--- src/rtl/fetch_pkg.sv ---
// Shared definitions for the parametrised instruction-fetch datapath:
// FSM state encoding, SRAM strobe levels and default widths.
package fetch_pkg;

  // Fetch sequencer states. The pause states only exist in hardware when
  // the single-step feature is compiled in.
  typedef enum logic [2:0] {
    HALTED = 3'd0,
    FETCH1 = 3'd1,
    FETCH2 = 3'd2,
    FETCH3 = 3'd3,
    PAUSE1 = 3'd4,
    PAUSE2 = 3'd5
  } fetch_state_t;

  // SRAM strobes are active-low.
  localparam logic SRAM_ACTIVE = 1'b0;
  localparam logic SRAM_IDLE   = 1'b1;

  // Default geometry, matching the original 16-bit datapath.
  localparam int DEFAULT_ADDR_W   = 16;
  localparam int DEFAULT_DATA_W   = 16;
  localparam int DEFAULT_MEM_WAIT = 1;

  // Wait-state counter width; covers MEM_WAIT values 0..15.
  localparam int WAIT_CNT_W = 4;

  // Strobe level for a given state: only FETCH2 talks to the SRAM.
  function automatic logic sram_strobe(input fetch_state_t st);
    return (st == FETCH2) ? SRAM_ACTIVE : SRAM_IDLE;
  endfunction

endpackage

--- src/rtl/reg_n.sv ---
// Generic N-bit register with synchronous active-low reset and load
// enable. Used for the PC, IR, MAR and MDR of the fetch datapath.
module reg_n
  import fetch_pkg::*;
#(
  parameter int N = DEFAULT_DATA_W
) (
  input  logic         clk,
  input  logic         rst_n,
  input  logic         load,
  input  logic [N-1:0] d,
  output logic [N-1:0] q
);

  // Hold the value unless loaded; reset clears to zero.
  always_ff @(posedge clk) begin
    if (!rst_n) begin
      q <= '0;
    end else if (load) begin
      q <= d;
    end
  end

endmodule

--- src/rtl/fetch_unit_p.sv ---
// Parametrised instruction-fetch unit: PC -> MAR -> SRAM -> MDR -> IR,
// with a configurable number of SRAM wait states and a registered-source
// bus mux feeding the hex display.
//
// Build option: define FETCH_PAUSE_EN to stop after every fetch and wait
// for a Continue press/release (single-stepping). Without it the unit
// free-runs once started and only reset returns it to HALTED.
module fetch_unit_p
  import fetch_pkg::*;
#(
  parameter int ADDR_W   = DEFAULT_ADDR_W,
  parameter int DATA_W   = DEFAULT_DATA_W,
  parameter int MEM_WAIT = DEFAULT_MEM_WAIT
) (
  input  logic              Clk,
  input  logic              Reset,
  input  logic              Run,
  input  logic              Continue,
  input  logic              pc_load,
  input  logic [ADDR_W-1:0] pc_load_val,
  input  logic [DATA_W-1:0] mem_rdata,
  output logic [ADDR_W-1:0] mem_addr,
  output logic              CE,
  output logic              OE,
  output logic              WE,
  output logic              UB,
  output logic              LB,
  output logic [DATA_W-1:0] ir,
  output logic [ADDR_W-1:0] pc,
  output logic [DATA_W-1:0] bus_value,
  output logic              pause
);

  // Last value of the wait counter in FETCH2 (MEM_WAIT extra cycles).
  localparam logic [WAIT_CNT_W-1:0] WAIT_LAST = WAIT_CNT_W'(MEM_WAIT);

  fetch_state_t            state;
  fetch_state_t            state_next;
  logic [WAIT_CNT_W-1:0]   wait_cnt;
  logic                    wait_done;

  logic [ADDR_W-1:0]       pc_next;
  logic [ADDR_W-1:0]       mar;
  logic [DATA_W-1:0]       mdr;
  logic                    pc_en;
  logic                    mar_en;
  logic                    mdr_en;
  logic                    ir_en;
  logic                    sram_sel;

  assign wait_done = (wait_cnt == WAIT_LAST);

  // State register; reset forces HALTED from any state, which also
  // deasserts the SRAM strobes on that same edge.
  always_ff @(posedge Clk) begin
    if (!Reset) begin
      state <= HALTED;
    end else begin
      state <= state_next;
    end
  end

  // Sequencer: HALTED waits for Run, then FETCH1/FETCH2/FETCH3 repeat,
  // optionally pausing after each instruction.
  always_comb begin
    state_next = state;
    case (state)
      HALTED:  if (Run) state_next = FETCH1;
      FETCH1:  state_next = FETCH2;
      FETCH2:  if (wait_done) state_next = FETCH3;
`ifdef FETCH_PAUSE_EN
      FETCH3:  state_next = PAUSE1;
      PAUSE1:  if (Continue) state_next = PAUSE2;
      PAUSE2:  if (!Continue) state_next = FETCH1;
`else
      FETCH3:  state_next = FETCH1;
`endif
      default: state_next = HALTED;
    endcase
  end

  // Wait counter runs 0..MEM_WAIT while in FETCH2 and is zero elsewhere,
  // so every FETCH2 visit lasts exactly MEM_WAIT+1 cycles.
  always_ff @(posedge Clk) begin
    if (!Reset) begin
      wait_cnt <= '0;
    end else if ((state == FETCH2) && !wait_done) begin
      wait_cnt <= wait_cnt + WAIT_CNT_W'(1);
    end else begin
      wait_cnt <= '0;
    end
  end

  // Register load controls. The external PC load is only honoured while
  // halted; in the same cycle as Run it still lands before FETCH1 reads PC.
  always_comb begin
    pc_en   = 1'b0;
    pc_next = pc_load_val;
    if (state == FETCH1) begin
      pc_en   = 1'b1;
      pc_next = pc + ADDR_W'(1);
    end else if ((state == HALTED) && pc_load) begin
      pc_en   = 1'b1;
      pc_next = pc_load_val;
    end
    mar_en = (state == FETCH1);
    mdr_en = (state == FETCH2) && wait_done;
    ir_en  = (state == FETCH3);
  end

  reg_n #(.N(ADDR_W)) u_pc (
    .clk   (Clk),
    .rst_n (Reset),
    .load  (pc_en),
    .d     (pc_next),
    .q     (pc)
  );

  reg_n #(.N(ADDR_W)) u_mar (
    .clk   (Clk),
    .rst_n (Reset),
    .load  (mar_en),
    .d     (pc),
    .q     (mar)
  );

  reg_n #(.N(DATA_W)) u_mdr (
    .clk   (Clk),
    .rst_n (Reset),
    .load  (mdr_en),
    .d     (mem_rdata),
    .q     (mdr)
  );

  reg_n #(.N(DATA_W)) u_ir (
    .clk   (Clk),
    .rst_n (Reset),
    .load  (ir_en),
    .d     (mdr),
    .q     (ir)
  );

  // Bus mux replacing the old tri-state bus: every source is a register,
  // so the displayed value never floats. PC is zero-extended to DATA_W.
  always_comb begin
    bus_value = ir;
    case (state)
      FETCH1:  bus_value = DATA_W'(pc);
      FETCH3:  bus_value = mdr;
      default: bus_value = ir;
    endcase
  end

  // SRAM pins: strobes decode directly from the registered state so they
  // cannot glitch; this block never writes, so WE stays idle.
  assign sram_sel = sram_strobe(state);
  assign CE       = sram_sel;
  assign OE       = sram_sel;
  assign UB       = sram_sel;
  assign LB       = sram_sel;
  assign WE       = SRAM_IDLE;
  assign mem_addr = mar;

`ifdef FETCH_PAUSE_EN
  assign pause = (state == PAUSE1) || (state == PAUSE2);
`else
  logic unused_continue;
  assign unused_continue = Continue;
  assign pause           = 1'b0;
`endif

endmodule

--- config.mk ---
export PLATFORM = sky130hd
export DESIGN_NAME = fetch_unit_p
export DESIGN_NICKNAME = d
export VERILOG_FILES = /design/src/rtl/fetch_pkg.sv /design/src/rtl/reg_n.sv /design/src/rtl/fetch_unit_p.sv
export SDC_FILE = /design/constraint.sdc
export NUM_CORES = 1
export LEC_CHECK = 0
export CAP_MARGIN = 20
export CORE_MARGIN = 2
export CORE_UTILIZATION = 51
export DETAILED_ROUTE_END_ITERATION = 8
export PLACE_DENSITY = 0.86
export SETUP_SLACK_MARGIN = 0.3
export SLEW_MARGIN = 25
export SYNTH_ARGS = -nofsm -noshare
export SYNTH_HDL_FRONTEND = slang
export SYNTH_SLANG_ARGS = --single-unit
export TNS_END_PERCENT = 30
--- constraint.sdc ---
create_clock -name Clk -period 4.1 [get_ports Clk]
set_input_delay 0.615 -clock Clk [delete_from_list [all_inputs] [get_ports Clk]]
set_output_delay 0.615 -clock Clk [all_outputs]
set_load 0.1 [all_outputs]
==> summary.txt <==
Drt
  – Initial DRC count: about 220
  – Vias after detailed routing: 3454
  – Routed Antenna Nets: 0
  – Post-DR wirelength/cell: 16.47 µm
  – DR DRC count: 0
  – Drt pass-1 iters: 5
  – Post-Route WL: 9.800 mm
  – Via-per-instance ratio: 5.805

Timing
  – Setup TNS: 0 ns
  – Crit path time final: 3.068 ns
  – Layout Skew: approximately 0.012 ns
  – Final hold viol count: 0
  – RSZ-0062 raised after global routing: no
  – Max Clock Freq: 326.0 MHz
  – Crit share post-route: 0.7482
  – Fin. max-slew vios: 0
  – Max-Slew Margin vs Limit: 0.3265
  – Worst slew pin tran: about 1.0 ns
  – Final setup fails: 0

Worst setup path
  – Reg2reg end: u_pc.q[14]
  – R2R Setup Slk: 1.73 ns
  – Reg2reg path depth: 7
  – Worst Setup Path Type: register to output port
  – Crit path DAT: 2.45 ns
  – Worst Setup End Kind: output port
  – Worst EP required: between 3 and 4 ns
  – FF-to-FF Start: state[1]
  – Critical Path Start Type: register
  – Crit Path Max Fanout: 33

Synthesis
  – Top_reg_cell synth: dfxtp_1
  – Most area-hungry cell type in the Yosys netlist: dfxtp_1
  – Cells taking the most area after synthesis: dfxtp_1 40%, nand2_1 9.8%, mux2i_1 6.6%
  – Post-synthesis cell type count: 55
  – Post-synth ARST share: 0
  – Post-Syn Area: approximately 3500 µm²
  – Seq cells post-synth: 70
  – Yosys warning count: 0
  – Post-synth EDFFs: 0
  – Syn Inst Count: 430
  – Post-Syn Area per Cell: 8.171 µm²
  – Most common cell in the netlist: nand2_1
  – Mapped Nets: 475
  – Post-synth top cells: 92 x nand2_1, 70 x dfxtp_1, 37 x a21oi_1
  – Post-synth top area share: 0.3989
  – Post-synthesis sequential area ratio: 0.3989

Clock tree
  – Root Buffer: clkbuf_8
  – CTS tree: yes
  – # clock sinks: 70
  – # hold bufs at CTS: 0
  – Total CTS buffers: 9
  – Cts repair resizes: 0
  – Setup repair bufs after CTS: 0
  – Worst-Skew Late Latency: 0.35 ns
  – H-tree Lvls: 3
  – Reg clk slew, reported paths: 0.07 ns
  – Clock buffer depth: 2

Layout
  – Storage element area: 1401 µm²
  – Final net count: 555
  – Layout area overhead: 32.37%
  – Post-route core utilization: 0.6922
  – # diodes: 0
  – Fill cells: 540
  – Multi-input logic area: around 1900 µm²
  – Fraction of layout cells with a size suffix above 1: 0.09320

Power
  – Leakage: 1.731 nW
  – Maximum VDD drop: 0.4574 mV
  – Pwr Density: 749.1 nW/µm²

Floorplanning
  – Core area: ~6700 µm²
  – Initial Util: 0.5229
  – Die height: ~87 µm
  – Row cnt: 30
  – I/O pins: 107
  – Die ar.: about 7600 µm²
  – Die width: 87 µm

Global routing
  – Total track usage: 0.2607
  – Vias in the first global route: 3235
  – Grt ovf: 0
  – First-pass GRT wire length: 15.50 mm
  – Pin count of the biggest net entering global routing: 56
  – Initial antenna violation count: 0

Worst hold path
  – Worst Hold Depth: 2
  – Hold wc startpoint: u_mdr.q[10]
  – HP Class: register to register
  – Hold Path Sink: u_mdr.q[10]

Place
  – GP Congestion: 0.8193
  – Port Buf Inserts: roughly 100
  – Post-DP HPWL: around 6.7 mm

Outcome
  – Outcome: completed

Flow run
  – Max cap viols: 0
==> where the power goes <==
| part | total (mW) | switching, mW | internal [mW] |
|---|---|---|---|
| logic | 1.87 | 1.40 | 0.468 |
| clock network | 0.606 | 0.265 | 0.342 |
| registers | 1.01 | 0.222 | 0.785 |
==> stage by stage <==
stage / hold slack [ns] / setup slack, ns / power (mW) / cell area, µm² / std cells
2_1_floorplan: 0.4334 / 1.275 / 2.472 / 3513 / 430
3_3_place_gp: 0.4428 / 1.452 / 2.843 / 4437 / 579
3_5_place_dp: 0.4542 / 1.430 / 2.871 / 4437 / 579
4_1_cts: 0.4654 / 1.033 / 3.472 / 4651 / 595
5_1_grt: 0.4923 / 0.8632 / 3.617 / 4651 / 595
6_report: 0.4644 / 1.032 / 3.484 / 4651 / 595
==> critical path, cell delays in order (launching register included) <==
cell and delay, ns:
dfxtp_1 0.36, ha_1 0.21, buf_4 0.25, nor2_1 0.58, buf_4 0.28, nand2_1 0.06
nand2_1 0.07, buf_4 0.29
==> sequential cells by signal (all words and copies together) (netlist names) <==
signal	count
u_mar.q	16
u_mdr.q	16
wait_cnt	4
state	2
u_pc.q	16
u_ir.q	16
==> layer usage <==
metal | part of all wire | global-route usage | wire (µm) | up-vias
li1 | - | - | - | 1645
met1 | 0.43 | 0.3450 | 4176 | 1629
met2 | 0.48 | 0.4247 | 4684 | 161
met3 | 0.073 | 0.04076 | 718 | 19
met4 | 0.022 | 0.1051 | 220 | 0
met5 | 0 | 0 | 0 | -
==> worst max path at each step <==
stage                  start       endpoint  slack, ns  depth (start not counted)
global route        state[0]   bus_value[4]       0.86                          7
detailed placement  state[0]             OE       1.43                          4
finish              state[0]   bus_value[4]       1.03                          7
CTS                 state[0]   bus_value[4]       1.03                          7
floorplan           state[1]  bus_value[10]       1.27                          8
global placement    state[0]   bus_value[4]       1.45                          7
==> final cells by class <==
| cell class | count | share of cell area |
|---|---|---|
| Sequential cell | 70 | 0.3013 |
| Clock buffer | 10 | 0.02744 |
| Inverter | 7 | 0.005650 |
| Timing Repair Buffer | 108 | 0.2211 |
| Multi-Input combinational cell | 314 | 0.4044 |
| Tap cell | 80 | 0.02152 |
| Clock inverter | 6 | 0.01856 |
==> placed cells by master, fill, tap and decap left out, drive strengths merged, types with 9 or more instances in the layout <==
| cell | n |
|---|---|
| nor2 | 31 |
| clkbuf | 10 |
| dfxtp | 70 |
| mux2i | 23 |
| nand3 | 17 |
| clkdlybuf4s50 | 87 |
| buf | 21 |
| nand2 | 92 |
| a21oi | 37 |
| a22oi | 9 |
==> cells by family (layout without fill, tap and decap cells) <==
kind of cell | count (synthesis) | after routing | synth area share
adders and majority gates | 8 | 8 | 0.02849
muxes | 26 | 26 | 0.07514
buffers and inverters | 46 | 131 | 0.06660
AOI/OAI and AO/OA | 82 | 82 | 0.1478
and+or+nand+nor | 187 | 187 | 0.2586
DFF | 70 | 70 | 0.3989
other | 2 | 2 | 0.002138
xor gates and xnor gates | 9 | 9 | 0.02244
No activity file was read; power rests on OpenSTA's default activity.
